--- src/rtl/uart_rx_deshift.sv ---
// UART receive deserialiser: start, 8 data bits LSB first, parity, stop.
// Samples each bit at its midpoint using an oversampling tick and flags parity/framing errors.
module uart_rx_deshift #(
    parameter int unsigned OVERSAMPLE = 16,
    parameter bit          PARITY_ODD = 1'b0
) (
    input  logic       clk,
    input  logic       rst,
    input  logic       Tick,
    input  logic       Rx,
    output logic [7:0] Dout,
    output logic       Valid,
    output logic       ParityErr,
    output logic       FrameErr,
    output logic       Busy
);

    localparam int unsigned TW = $clog2(OVERSAMPLE);
    localparam logic [TW-1:0] HalfLast = TW'(OVERSAMPLE / 2 - 1);
    localparam logic [TW-1:0] BitLast  = TW'(OVERSAMPLE - 1);

    typedef enum logic [2:0] {
        StIdle,
        StStart,
        StData,
        StParity,
        StStop,
        StWaitHi
    } state_e;

    state_e          state_q, state_d;
    logic            rx_meta_q, rs_q;
    logic [TW-1:0]   tcnt_q, tcnt_d;
    logic [2:0]      bcnt_q, bcnt_d;
    logic [7:0]      shreg_q, shreg_d;
    logic            par_q, par_d;
    logic            perr_q, perr_d;
    logic [7:0]      dout_q, dout_d;
    logic            valid_q, valid_d;
    logic            parity_err_q, parity_err_d;
    logic            frame_err_q, frame_err_d;

    // Two-flop synchroniser; rs_q is the only view of the line the FSM uses.
    always_ff @(posedge clk or negedge rst) begin
        if (!rst) begin
            rx_meta_q <= 1'b1;
            rs_q      <= 1'b1;
        end else begin
            rx_meta_q <= Rx;
            rs_q      <= rx_meta_q;
        end
    end

    always_comb begin
        state_d      = state_q;
        tcnt_d       = tcnt_q;
        bcnt_d       = bcnt_q;
        shreg_d      = shreg_q;
        par_d        = par_q;
        perr_d       = perr_q;
        dout_d       = dout_q;
        valid_d      = 1'b0;
        parity_err_d = parity_err_q;
        frame_err_d  = frame_err_q;

        case (state_q)
            StIdle: begin
                if (Tick && !rs_q) begin
                    state_d = StStart;
                    tcnt_d  = '0;
                end
            end
            StStart: begin
                if (Tick) begin
                    if (tcnt_q == HalfLast) begin
                        tcnt_d = '0;
                        if (rs_q) begin
                            // Line went back high before mid start bit: false start.
                            state_d = StIdle;
                        end else begin
                            state_d = StData;
                            bcnt_d  = '0;
                            par_d   = 1'b0;
                        end
                    end else begin
                        tcnt_d = tcnt_q + 1'b1;
                    end
                end
            end
            StData: begin
                if (Tick) begin
                    if (tcnt_q == BitLast) begin
                        tcnt_d  = '0;
                        shreg_d = {rs_q, shreg_q[7:1]};
                        par_d   = par_q ^ rs_q;
                        if (bcnt_q == 3'd7) begin
                            state_d = StParity;
                        end else begin
                            bcnt_d = bcnt_q + 3'd1;
                        end
                    end else begin
                        tcnt_d = tcnt_q + 1'b1;
                    end
                end
            end
            StParity: begin
                if (Tick) begin
                    if (tcnt_q == BitLast) begin
                        tcnt_d  = '0;
                        perr_d  = par_q ^ rs_q ^ PARITY_ODD;
                        state_d = StStop;
                    end else begin
                        tcnt_d = tcnt_q + 1'b1;
                    end
                end
            end
            StStop: begin
                if (Tick) begin
                    if (tcnt_q == BitLast) begin
                        tcnt_d       = '0;
                        dout_d       = shreg_q;
                        parity_err_d = perr_q;
                        frame_err_d  = ~rs_q;
                        valid_d      = 1'b1;
                        // Leaving at mid stop bit lets a back-to-back start edge be caught.
                        state_d      = rs_q ? StIdle : StWaitHi;
                    end else begin
                        tcnt_d = tcnt_q + 1'b1;
                    end
                end
            end
            StWaitHi: begin
                if (Tick && rs_q) begin
                    state_d = StIdle;
                    tcnt_d  = '0;
                end
            end
            default: begin
                state_d = StIdle;
                tcnt_d  = '0;
            end
        endcase
    end

    always_ff @(posedge clk or negedge rst) begin
        if (!rst) begin
            state_q      <= StIdle;
            tcnt_q       <= '0;
            bcnt_q       <= '0;
            shreg_q      <= '0;
            par_q        <= 1'b0;
            perr_q       <= 1'b0;
            dout_q       <= '0;
            valid_q      <= 1'b0;
            parity_err_q <= 1'b0;
            frame_err_q  <= 1'b0;
        end else begin
            state_q      <= state_d;
            tcnt_q       <= tcnt_d;
            bcnt_q       <= bcnt_d;
            shreg_q      <= shreg_d;
            par_q        <= par_d;
            perr_q       <= perr_d;
            dout_q       <= dout_d;
            valid_q      <= valid_d;
            parity_err_q <= parity_err_d;
            frame_err_q  <= frame_err_d;
        end
    end

    assign Dout      = dout_q;
    assign Valid     = valid_q;
    assign ParityErr = parity_err_q;
    assign FrameErr  = frame_err_q;
    assign Busy      = (state_q != StIdle);

endmodule

--- config.mk ---
export PLATFORM = sky130hd
export DESIGN_NAME = uart_rx_deshift
export DESIGN_NICKNAME = d
export VERILOG_FILES = /design/src/rtl/uart_rx_deshift.sv
export SDC_FILE = /design/constraint.sdc
export NUM_CORES = 1
export LEC_CHECK = 0
export CORE_AREA = 2 2 53 55
export DETAILED_ROUTE_END_ITERATION = 6
export DIE_AREA = 0 0 55 57
export DONT_BUFFER_PORTS = 1
export PLACE_DENSITY = 0.85
export SYNTH_ARGS = -nofsm -noshare
export SYNTH_HDL_FRONTEND = slang
export SYNTH_SLANG_ARGS = --single-unit
--- constraint.sdc ---
create_clock -name clk -period 4.24 [get_ports clk]
set_clock_uncertainty 0.15 [all_clocks]
set_input_delay 0.848 -clock clk [delete_from_list [all_inputs] [get_ports clk]]
set_output_delay 0.848 -clock clk [all_outputs]
set_load 0.03 [all_outputs]
Word level (Yosys, flattened, before mapping)
Index checks and enable logic that the tools add are counted.

storage, ports and cells
  register bits after elaboration = 33
  logic and storage cells = 89
  output and inout port bits = 12

cells by class
  reduce and logical (&&, ||, !) cells = 14
  multiplexer cells = 37
  bitwise logic cells = 2
  equal/unequal tests = 22
  $add $sub $neg = 2

operators by type and width
  cell                                                                    count
  3-bit two-way mux                                                       18
  2-bit inequality test (second input constant)                           13
  4-bit two-way mux                                                       6
  3-bit case mux with 6 select lines                                      1
  4-bit case mux with 4 select lines                                      1
  11-bit AND reduction                                                    1
  3-bit equality test (second input constant)                             3
  3-bit AND reduction                                                     3
  1-bit two-way mux                                                       8
  7-bit AND reduction                                                     1
  3-bit by 2-bit equality test with 1-bit output (second input constant)  2
  3-bit case mux with 2 select lines                                      1
  6-bit AND reduction                                                     1
  4-bit by 1-bit adder with 4-bit output (second input constant)          1
  4-bit by 3-bit equality test with 1-bit output (second input constant)  1
  4-bit equality test (second input constant)                             1
  4-bit AND reduction                                                     1
  3-bit by 1-bit adder with 3-bit output (second input constant)          1
  3-bit by 1-bit equality test with 1-bit output (second input constant)  1
  3-bit zero test                                                         1
  3-bit nonzero test                                                      1
  3-bit OR reduction                                                      1
  1-bit logical AND                                                       2
  2-bit two-way mux                                                       1
  other kinds (6)                                                         6

Logic depth before layout (Yosys ltp)
Gate-level depths: netlist (run 1).

  depth in word-level cells = 5
  mapped depth = 6
  gate-level depth less buffers = 5

Worst setup path after synthesis (run 1)
OpenSTA, ideal clock, no wires.

  path kind = input to register
  start point = in Tick
  end point = reg bcnt_q[0]
  setup time = 0.128 ns
  stages = 4
  path buffers = 1
  path slack = 1.990 ns
  arrival time = 1.973 ns
  path through = buf_2 nand4_2 a2111o_1 mux2_1

between the ends
  word-level cells in the longest chain between the ends = 2
  elaborated cells between the ends (all ways) = 3
  classes of those cells = eq/ne: 2; reduce/logical: 1

ends and longest elaborated chain
  what                                    line  text
  from (decl)                             9     input logic Tick,
  2-bit inequality test (no source line)  --
  7-bit AND reduction (no source line) *  --
  to (signal assigned)                    160   bcnt_q <= bcnt_d;
  to (decl)                               34    logic [2:0] bcnt_q, bcnt_d;

Every way passes the cells marked *; elsewhere a longest branch is shown, timed or not.
A chain may end at the register's enable or synchronous reset.

Worst setup path after layout (run 1)
  start point = reg state_q[0]
  end point = reg dout_q[5] (netlist: Dout[5])

between the ends
  word-level cells in the longest chain between the ends = 2

ends and longest elaborated chain
  what                                  line  text
  from (decl)                           31    state_e state_q, state_d;
  from (signal assigned)                147   state_q <= StIdle;
  from (signal assigned)                158   state_q <= state_d;
  3-bit equality test                   66    case (state_q)
  3-bit AND reduction (no source line)  --
  to (signal assigned)                  164   dout_q <= dout_d;
  to (decl)                             38    logic [7:0] dout_q, dout_d;

Every way passes these cells.

==> results of run 1 <==
==> metal layers <==
metal / wire, um / track usage (%) / share of wire (%)
met1: 1220 / 29.0 / 42
met2: 1480 / 34.0 / 51
met3: 167 / 7.59 / 5.8
met4: 38 / 6.97 / 1.3
met5: 0 / 0 / 0
==> power by group through the flow <==
| stage | clock (mW) | combinational, mW | sequential, mW |
|---|---|---|---|
| 2_1_floorplan | 0 | 0.218 | 0.387 |
| 3_3_place_gp | 0 | 0.205 | 0.427 |
| 3_5_place_dp | 0 | 0.218 | 0.433 |
| 5_1_grt | 0.184 | 0.245 | 0.438 |
| 6_report | 0.167 | 0.220 | 0.429 |
| 4_1_cts | 0.169 | 0.219 | 0.426 |
==> through the flow <==
stage	instances	setup slack, ns	utilization [%]	power (mW)
finish	172	1.64	63.7	0.815
global route	172	1.54	63.7	0.867
CTS	172	1.65	63.7	0.814
detailed placement	164	1.66	61.8	0.651
global placement	164	1.75	61.8	0.631
floorplan	140	1.99	-	0.605
==> worst max-delay path by stage <==
stage	end	slack (ns)	cells after the start
6_report	Dout[5]	1.64	3
5_1_grt	Dout[6]	1.54	3
2_1_floorplan	bcnt_q[0]	1.99	4
3_3_place_gp	Dout[0]	1.75	3
3_5_place_dp	Dout[6]	1.66	3
4_1_cts	ParityErr	1.65	3
==> cell families (layout without fill, tap and decap cells) <==
group                    after synthesis  count (layout)
flip-flops                            33              33
multiplexers                          22              22
AO/OA/AOI/OAI                         26              26
XOR/XNOR                               1               1
adder cells (fa/ha/maj)                3               3
buffers and inverters                 11              12
AND/OR/NAND/NOR                       44              44
==> layout make-up <==
| cell class | count | area (um2) |
|---|---|---|
| inverters | 4 | 15.0 |
| multi-input cells | 96 | 733 |
| fillers | 204 | 948 |
| clock inverters | 2 | 10.0 |
| clock buffers | 6 | 41.3 |
| flip-flops and latches | 33 | 828 |
| well taps | 31 | 38.8 |
==> worst max-delay path, delay by kind of cell (launching register included) <==
kind | cells | cell delay, ns
and+or+nand+nor | 2 | 1.29
DFF | 1 | 0.63
muxes | 1 | 0.42
==> registers in the layout, indices dropped and copies added, names as in the netlist <==
name / count
rs_q: 1
tcnt_q: 4
Valid: 1
Dout: 8
par_q: 1
ParityErr: 1
rx_meta_q: 1
FrameErr: 1
shreg_q: 8
bcnt_q: 3
perr_q: 1
state_q: 3
==> cell usage in the layout (no fill, tap or decap), types with 2 or more instances in the layout <==
master	netlist	final
o22ai_1	2	2
and3_1	3	3
o211ai_1	3	3
o221a_2	2	2
nor2_1	8	8
dfstp_2	2	2
nand3_1	4	4
mux2_2	18	18
ha_1	3	3
o21ai_0	6	6
clkinv_2	0	2
a2111o_1	2	2
inv_1	4	4
dfrtp_1	31	31
nand4_1	2	2
a31oi_1	2	2
clkbuf_4	0	5
nor2b_1	2	2
mux2_1	3	3
nand2b_1	5	5
nor3_1	2	2
o2111ai_1	2	2
nand2_1	10	10
or3b_2	2	2
==> flow_summary.yaml, run 1 <==
clock_tree:
  cts-buffers-inserted: 5
  clk_pin_slew_worst_paths_ns: 0.10
  max-clock-path-buffers: 2
  ctsRootBufferMaster: "clkbuf_4"
  cts.sink_count: 33
  cts_repair_resize_count: 0
  insertion_delay_ns: 0.32
  post_cts_hold_buffer_count: 0
  post_cts.repair.setup_buffers: 0
  tritoncts: "yes"
  ctsHtreeMaxLevel: 2
routing:
  drt-wirelength-per-cell_um: 16.9
  drt-initial-drc-count: 36
  post-route-drc-count: 0
  wirelength_um: 2900
  vias_per_cell: 6.54
  detail-route-antenna-nets: 0
  dr.pass1.iters: 4
  num_vias: 1125
sta:
  setup_tns_ns: 0
  final-setup-viol-count: 0
  hold-worst-slack_ns: 0.0524
  least_margin_pin_slew_ns: 0.910
  fmaxAchievable_mhz: 384
  final_number_of_hold_violating_endpoints: 0
  maxSlewHeadroom_pct: 39.1
  final_max_slew_viols: 0
  unrepaired_setup_endpoints_after_global_routing: "false"
  final_min_period_over_clock_period_pct: 61.4
  final_period_minus_worst_setup_slack_ns: 2.60
layout:
  nets: 147
  final_design_area_no_fill_mm2: 0.00167
  drive_gt1_share_pct: 23.4
  syn2layout_area_growth_pct: 3.58
  antenna_cells: 0
logic_synthesis:
  synth_xor_area_share_pct: 0.544
  yosys.area.top_type: "dfrtp_1"
  netlist_area_pre_place_mm2: 0.00161
  synth.cells.most_frequent: "dfrtp_1 (31), mux2_2 (18), nand2_1 (10)"
  mappedNetlistNets: 147
  yosys-mux-area-fraction_pct: 15.3
  yosys-top-cells-area: "dfrtp_1 (48%), mux2_2 (13%), dfstp_2 (3.3%), ha_1 (2.3%), nand2_1 (2.3%)"
  postSynthAreaPerCell_um2: 11.5
  yosys.cell_count.top_type: "dfrtp_1"
  synth_top_family_by_area: "simple AND/OR/NAND/NOR gates"
  ys.warnings.count: 0
  asyncSetResetFlopFracSynth_pct: 100
  yosys.area.top_type_share_pct: 48.2
  synth-edff-count: 0
  synth_cells: 140
  synth-seq-cells: 33
  synth-compound-area-share_pct: 12.0
  post_synth_fa_ha_maj_area_fraction_pct: 2.33
  synth_cell_types: 41
  synth_top_flop_cell: "dfrtp_1"
  synth-seq-area-share_pct: 51.5
  simple_gate_share_of_the_synthesized_area_pct: 15.4
outcome:
  outcome: "finished, final reports clean"
floorplan:
  core_area_mm2: 0.00262
  floorplan.rows: 19
  initial_utilization_pct: 61.5
  die-height_um: 57
  fp.dieW_um: 55
  number_of_ports_placed_on_the_die_boundary: 16
  die-area_mm2: 0.00314
setup_path:
  worstReg2RegEnd: "Dout[5]"
  path_max_fanout: 21
  crit_chain: "or3b_2, nor2_1, mux2_2"
  max_stage_delay_ns: 0.71
  timing.rr.start: "state_q[0]"
  worst_ep_required_time_ns: 4.30
  startpoint_type: "register"
  critPathKind: "reg2reg"
  flop_to_flop_setup_slack_ns: 1.64
  cp.arrival_ns: 2.66
  critical_path.startpoint: "state_q[0]"
  worst_path_max_delay_cell: "nor2_1"
  rr_worst_depth: 3
  crit_path_end_kind: "register"
power:
  internal_power_mw: 0.511
  net_switching_fraction_of_the_power_pct: 37.3
  leakage_nw: 0.801
  pwr_density_cell_mw_per_mm2: 489
  comb_power_share_pct: 26.9
  power_frac_seq_pct: 52.6
  worst_case_vdd_ir_drop_mv: 0.319
  p_sw_mw: 0.304
  power.clock.fraction_pct: 20.4
placed_design:
  placed_area_mm2: 0.00162
  detailed_place_hpwl_um: 2050
  port_buffers: 0
  place.gp.congestion: 0.839
global_routing:
  wire_length_of_the_first_global_routing_pass_um: 5050
  grt_start_max_net_pins: 34
  grt_util_overall_pct: 22.0
  via_count_of_the_first_global_routing_pass: 1126
  grt-ovfl-total: 0
  grt_antenna_before_repair: 0
hold_path:
  type_of_the_most_critical_hold_path: "in2async"
run:
  cap_violations: 0
No activity file was read; power rests on OpenSTA's default activity.
==> run 2: changes to the inputs <==
CORE_AREA = 2 2 58 60   (was 2 2 53 55)
DIE_AREA = 0 0 60 62   (was 0 0 55 57)
PLACE_DENSITY = 0.76   (was 0.85)
clock period = 2.25 ns   (was 4.24 ns; I/O delays follow)
==> run 2 against run 1 <==
Via count fell by 2.5%; non-clock buffer count increased by 6; die area grew 19%; combinational power rose by 110%; wire length fell by 1.7%; worst hold slack improved by 0.11 ns; sequential power up 83%; largest power group unchanged; highest routed layer unchanged.
==> flow_summary.yaml, run 2 (synthesized netlist as in run 1, its figures left out) <==
placed_design:
  place.gp.congestion: 0.921
  placed_cells_incl_taps: 182
  port_buffers: 0
  detailed_place_hpwl_um: 2020
  detailedPlace.worstSlack_ns: 0.215
hold_path:
  hold_path.startpoint: "Tick"
  worstHoldEndpoint: "state_q[1]"
  type_of_the_most_critical_hold_path: "in2reg"
  whs_path_depth: 2
setup_path:
  flop_to_flop_setup_slack_ns: 0.17
  rr_worst_depth: 5
  crit_path_end_kind: "primary output"
  critPathKind: "reg2out"
  timing.rr.start: "tcnt_q[0]"
  startpoint_type: "register"
  worst_ep_required_time_ns: 1.65
  worst_path_max_delay_cell: "or3_1"
  worstReg2RegEnd: "bcnt_q[1]"
  max_stage_delay_ns: 0.51
  cp.arrival_ns: 1.53
  path_max_fanout: 11
  crit_chain: "buf_4, or3_1"
clock_tree:
  insertion_delay_ns: 0.33
  cts-buffers-inserted: 5
  clk_pin_slew_worst_paths_ns: 0.10
  ctsRootBufferMaster: "clkbuf_4"
  ctsHtreeMaxLevel: 2
  cts.sink_count: 33
  post_cts.repair.setup_buffers: 0
  tritoncts: "yes"
  max-clock-path-buffers: 2
routing:
  vias_per_cell: 5.68
  num_vias: 1097
  drt-wirelength-per-cell_um: 14.8
  wirelength_um: 2850
  post-route-drc-count: 0
  drt-initial-drc-count: 47
  detail-route-antenna-nets: 0
  dr.pass1.iters: 4
power:
  finalPower_mw: 1.79
  pwr_density_cell_mw_per_mm2: 997
  worst_case_vdd_ir_drop_mv: 0.850
  leakage_nw: 0.857
global_routing:
  grt_antenna_before_repair: 0
  grt-ovfl-total: 0
  grt_start_max_net_pins: 34
  grt_most_used_layer: "met2"
  grt_util_overall_pct: 17.2
  met3_usage_pct: 5.18
  via_count_of_the_first_global_routing_pass: 1099
  wire_length_of_the_first_global_routing_pass_um: 4770
  groute.layer.met2.usage_pct: 26.7
  use_met1_pct: 22.7
floorplan:
  floorplan.rows: 21
  core_area_mm2: 0.00318
  die-height_um: 62
  die-area_mm2: 0.00372
  fp.dieW_um: 60
  initial_utilization_pct: 50.6
  number_of_ports_placed_on_the_die_boundary: 16
layout:
  regArea_um2: 830
  multi_input_comb_area_um2: 733
  fillers: 266
  layout_commonest_cell: "dfrtp_1"
  drive_gt1_share_pct: 26.5
  nets: 153
  layout.cells.most_common_list: "dfrtp_1 (30), mux2_2 (18), nand2_1 (10), nor2_1 (8), o21ai_0 (6)"
  finalNonFillerCells: 193
  syn2layout_area_growth_pct: 11.9
  antenna_cells: 0
sta:
  final_period_minus_worst_setup_slack_ns: 2.13
  setup_tns_ns: 0
  least_margin_pin_slew_ns: 0.409
  postLayoutSetupSlackWorst_ns: 0.122
  final_number_of_hold_violating_endpoints: 0
  maxSlewHeadroom_pct: 72.7
  fmaxAchievable_mhz: 470
  unrepaired_setup_endpoints_after_global_routing: "false"
  final_max_slew_viols: 0
  final-setup-viol-count: 0
  final_min_period_over_clock_period_pct: 94.6
outcome:
  outcome: "finished, final reports clean"
run:
  cap_violations: 0
run 2: worst max-delay path: cells and delay by family (launching register included):
family	cells	cell delay (ns)
buf+inv	1	0.20
flops	1	0.50
simple gates	1	0.51
run 2: worst max path at each step:
stage,start,slack [ns],endpoint,depth (start not counted)
2_1_floorplan,bcnt_q[0],0.36,bcnt_q[0],5
3_3_place_gp,tcnt_q[0],0.27,bcnt_q[2],5
3_5_place_dp,tcnt_q[0],0.22,bcnt_q[1],5
4_1_cts,state_q[0],0.06,Busy,2
5_1_grt,state_q[0],0.06,Busy,2
6_report,state_q[0],0.12,Busy,2
run 2: cell type report:
cell class                 count  area share, %
clock inverter                 3           3.61
sequential                    33           46.1
timing repair buffer           6           3.47
tap                           46           3.20
clock buffer                   5           2.08
inverter                       4          0.834
multi-input combinational     96           40.7
run 2: where the power goes:
group	internal, mW	switching [mW]	leakage [nW]
Combinational	0.202	0.260	0.364
Sequential	0.662	0.124	0.437
Clock	0.344	0.203	0.0552
run 2: layer usage:
layer | wire length, um | part of all wire [%]
met4 | 23 | 0.81
met3 | 158 | 5.5
met1 | 1220 | 43
met5 | 0 | 0
met2 | 1450 | 51
run 2: stage by stage:
step	utilization [%]	hold slack [ns]	instance area [um2]
after detailed placement	52.1	0.00512	1660
after global placement	52.1	0.00514	1660
after floorplan	-	0.00441	1610
after global routing	56.6	0.143	1800
final	56.6	0.161	1800
after CTS	56.6	0.152	1800
run 2: repair_timing:
action | CTS | global route
gates resized for setup | 0 | 1
endpoints found under the setup margin | 0 | 1
endpoints found under the hold margin | 34 | 0
hold buffers | 3 | 0
==> run 3: changes to the inputs <==
CORE_AREA = 2 2 55 57   (was 2 2 58 60)
CTS_CLUSTER_DIAMETER = 50   (was unset)
DIE_AREA = 0 0 57 59   (was 0 0 60 62)
PLACE_DENSITY = 0.8   (was 0.76)
clock period = 2.1 ns   (was 2.25 ns; I/O delays follow)
==> run 3 against run 2 <==
Final area is 0.42% lower; worst hold slack got worse by 0.038 ns; non-clock buffer count is 3 higher; combinational power rose by 24%; wire length up 2.6%; via count up 1.8%; die area decreased by 9.6%; final cell count fell by 6.2%; largest power group unchanged; critical path depth is 3 higher; utilization increased by 9.5 points.
==> flow_summary.yaml, run 3 (synthesized netlist as in run 1, its figures left out) <==
hold_path:
  worstHoldEndpoint: "state_q[2]"
  whs_path_depth: 2
  hold_path.startpoint: "Tick"
  type_of_the_most_critical_hold_path: "in2reg"
layout:
  layout_commonest_cell: "dfrtp_1"
  final_design_area_no_fill_mm2: 0.00179
  finalNonFillerCells: 181
  nets: 156
  antenna_cells: 0
  layout.cells.most_common_list: "dfrtp_1 (31), mux2_2 (18), nand2_1 (10), nor2_1 (8)"
  syn2layout_area_growth_pct: 11.4
  drive_gt1_share_pct: 28.0
routing:
  drt-wirelength-per-cell_um: 16.2
  post-route-drc-count: 0
  drt-initial-drc-count: 80
  vias_per_cell: 6.17
  detail-route-antenna-nets: 0
  dr.pass1.iters: 4
  num_vias: 1117
  wirelength_um: 2930
global_routing:
  grt_start_max_net_pins: 34
  grt_util_overall_pct: 20.0
  grt_antenna_before_repair: 0
  grt-ovfl-total: 0
  via_count_of_the_first_global_routing_pass: 1103
  wire_length_of_the_first_global_routing_pass_um: 5110
sta:
  least_margin_pin_slew_ns: 0.349
  unrepaired_setup_endpoints_after_global_routing: "false"
  final_number_of_hold_violating_endpoints: 0
  maxSlewHeadroom_pct: 76.6
  setup_tns_ns: 0
  final_period_minus_worst_setup_slack_ns: 2.01
  final_min_period_over_clock_period_pct: 95.7
  final-setup-viol-count: 0
  fmaxAchievable_mhz: 497
  final_max_slew_viols: 0
setup_path:
  startpoint_type: "register"
  crit_path_end_kind: "register"
  flop_to_flop_setup_slack_ns: 0.09
  critPathKind: "reg2reg"
  rr_worst_depth: 5
  path_max_fanout: 3
  worstReg2RegEnd: "bcnt_q[0]"
  timing.rr.start: "bcnt_q[0]"
  worst_ep_required_time_ns: 2.16
  cp.arrival_ns: 2.07
clock_tree:
  post_cts.repair.setup_buffers: 0
  ctsHtreeMaxLevel: 2
  insertion_delay_ns: 0.32
  ctsRootBufferMaster: "clkbuf_4"
  clk_pin_slew_worst_paths_ns: 0.09
  tritoncts: "yes"
  cts.sink_count: 33
  cts-buffers-inserted: 5
  max-clock-path-buffers: 2
outcome:
  outcome: "finished, final reports clean"
floorplan:
  core_area_mm2: 0.00271
  die-height_um: 59
  number_of_ports_placed_on_the_die_boundary: 16
  initial_utilization_pct: 59.4
  die-area_mm2: 0.00336
  floorplan.rows: 19
  fp.dieW_um: 57
power:
  pwr_density_cell_mw_per_mm2: 1040
  p_sw_mw: 0.626
  power.clock.fraction_pct: 25.9
  leakage_nw: 0.862
  internal_power_mw: 1.24
  net_switching_fraction_of_the_power_pct: 33.5
  comb_power_share_pct: 30.6
  worst_case_vdd_ir_drop_mv: 0.821
  power_frac_seq_pct: 43.5
placed_design:
  place.gp.congestion: 0.943
  placed_cells_incl_taps: 170
  port_buffers: 0
  placed_area_mm2: 0.00166
  detailed_place_hpwl_um: 2120
run:
  cap_violations: 0
run 3: layer usage:
| metal | global-route usage, % | routed length, um |
|---|---|---|
| met2 | 32.5 | 1450 |
| met3 | 5.90 | 140 |
| met4 | 7.31 | 70 |
| met5 | 0 | 0 |
| met1 | 25.5 | 1260 |
run 3: cell type report:
| cell class | instances | area [um2] |
|---|---|---|
| Fill cell | 200 | 917 |
| Sequential cell | 33 | 828 |
| Multi-Input combinational cell | 96 | 741 |
| Timing Repair Buffer | 9 | 85.1 |
| Clock buffer | 7 | 55.1 |
| Tap cell | 31 | 38.8 |
| Clock inverter | 1 | 30.0 |
| Inverter | 4 | 15.0 |
run 3: worst max-delay path: stages, from the launching register on:
cell and delay [ns]:
dfrtp_1 0.41, ha_1 0.22, ha_1 0.20, a2bb2oi_1 0.15, a2111o_1 0.44, mux2_1 0.33
run 3: worst max path at each step:
stage          startpoint        end  slack [ns]  depth (start not counted)
2_1_floorplan   bcnt_q[0]  bcnt_q[0]        0.21                          5
3_3_place_gp    tcnt_q[0]  bcnt_q[0]        0.16                          5
3_5_place_dp    tcnt_q[0]  bcnt_q[0]        0.09                          5
4_1_cts        state_q[0]       Busy        0.03                          2
5_1_grt         tcnt_q[0]  bcnt_q[0]        0.02                          5
6_report        bcnt_q[0]  bcnt_q[0]        0.09                          5
run 3: repair_timing:
action                                  in CTS  in global routing
gates resized for setup                      0                  2
hold endpoints to repair                    34                  0
hold buffers                                 3                  0
endpoints found under the setup margin       0                  4
run 3: through the flow:
stage	utilization (%)	hold slack (ns)	worst slack, ns	total power, mW
5_1_grt	66.2	0.130	0.0227	1.99
4_1_cts	65.9	0.108	0.0278	1.87
3_5_place_dp	61.3	-0.0249	0.0852	1.36
6_report	66.2	0.123	0.0895	1.87
2_1_floorplan	-	-0.0256	0.208	1.22
3_3_place_gp	61.3	-0.0249	0.158	1.33
run 3: power by group through the flow:
stage | logic [mW] | registers (mW) | clock network (mW)
6_report | 0.572 | 0.813 | 0.483
5_1_grt | 0.641 | 0.828 | 0.521
4_1_cts | 0.558 | 0.812 | 0.499
3_5_place_dp | 0.533 | 0.824 | 0
3_3_place_gp | 0.513 | 0.816 | 0
2_1_floorplan | 0.441 | 0.781 | 0
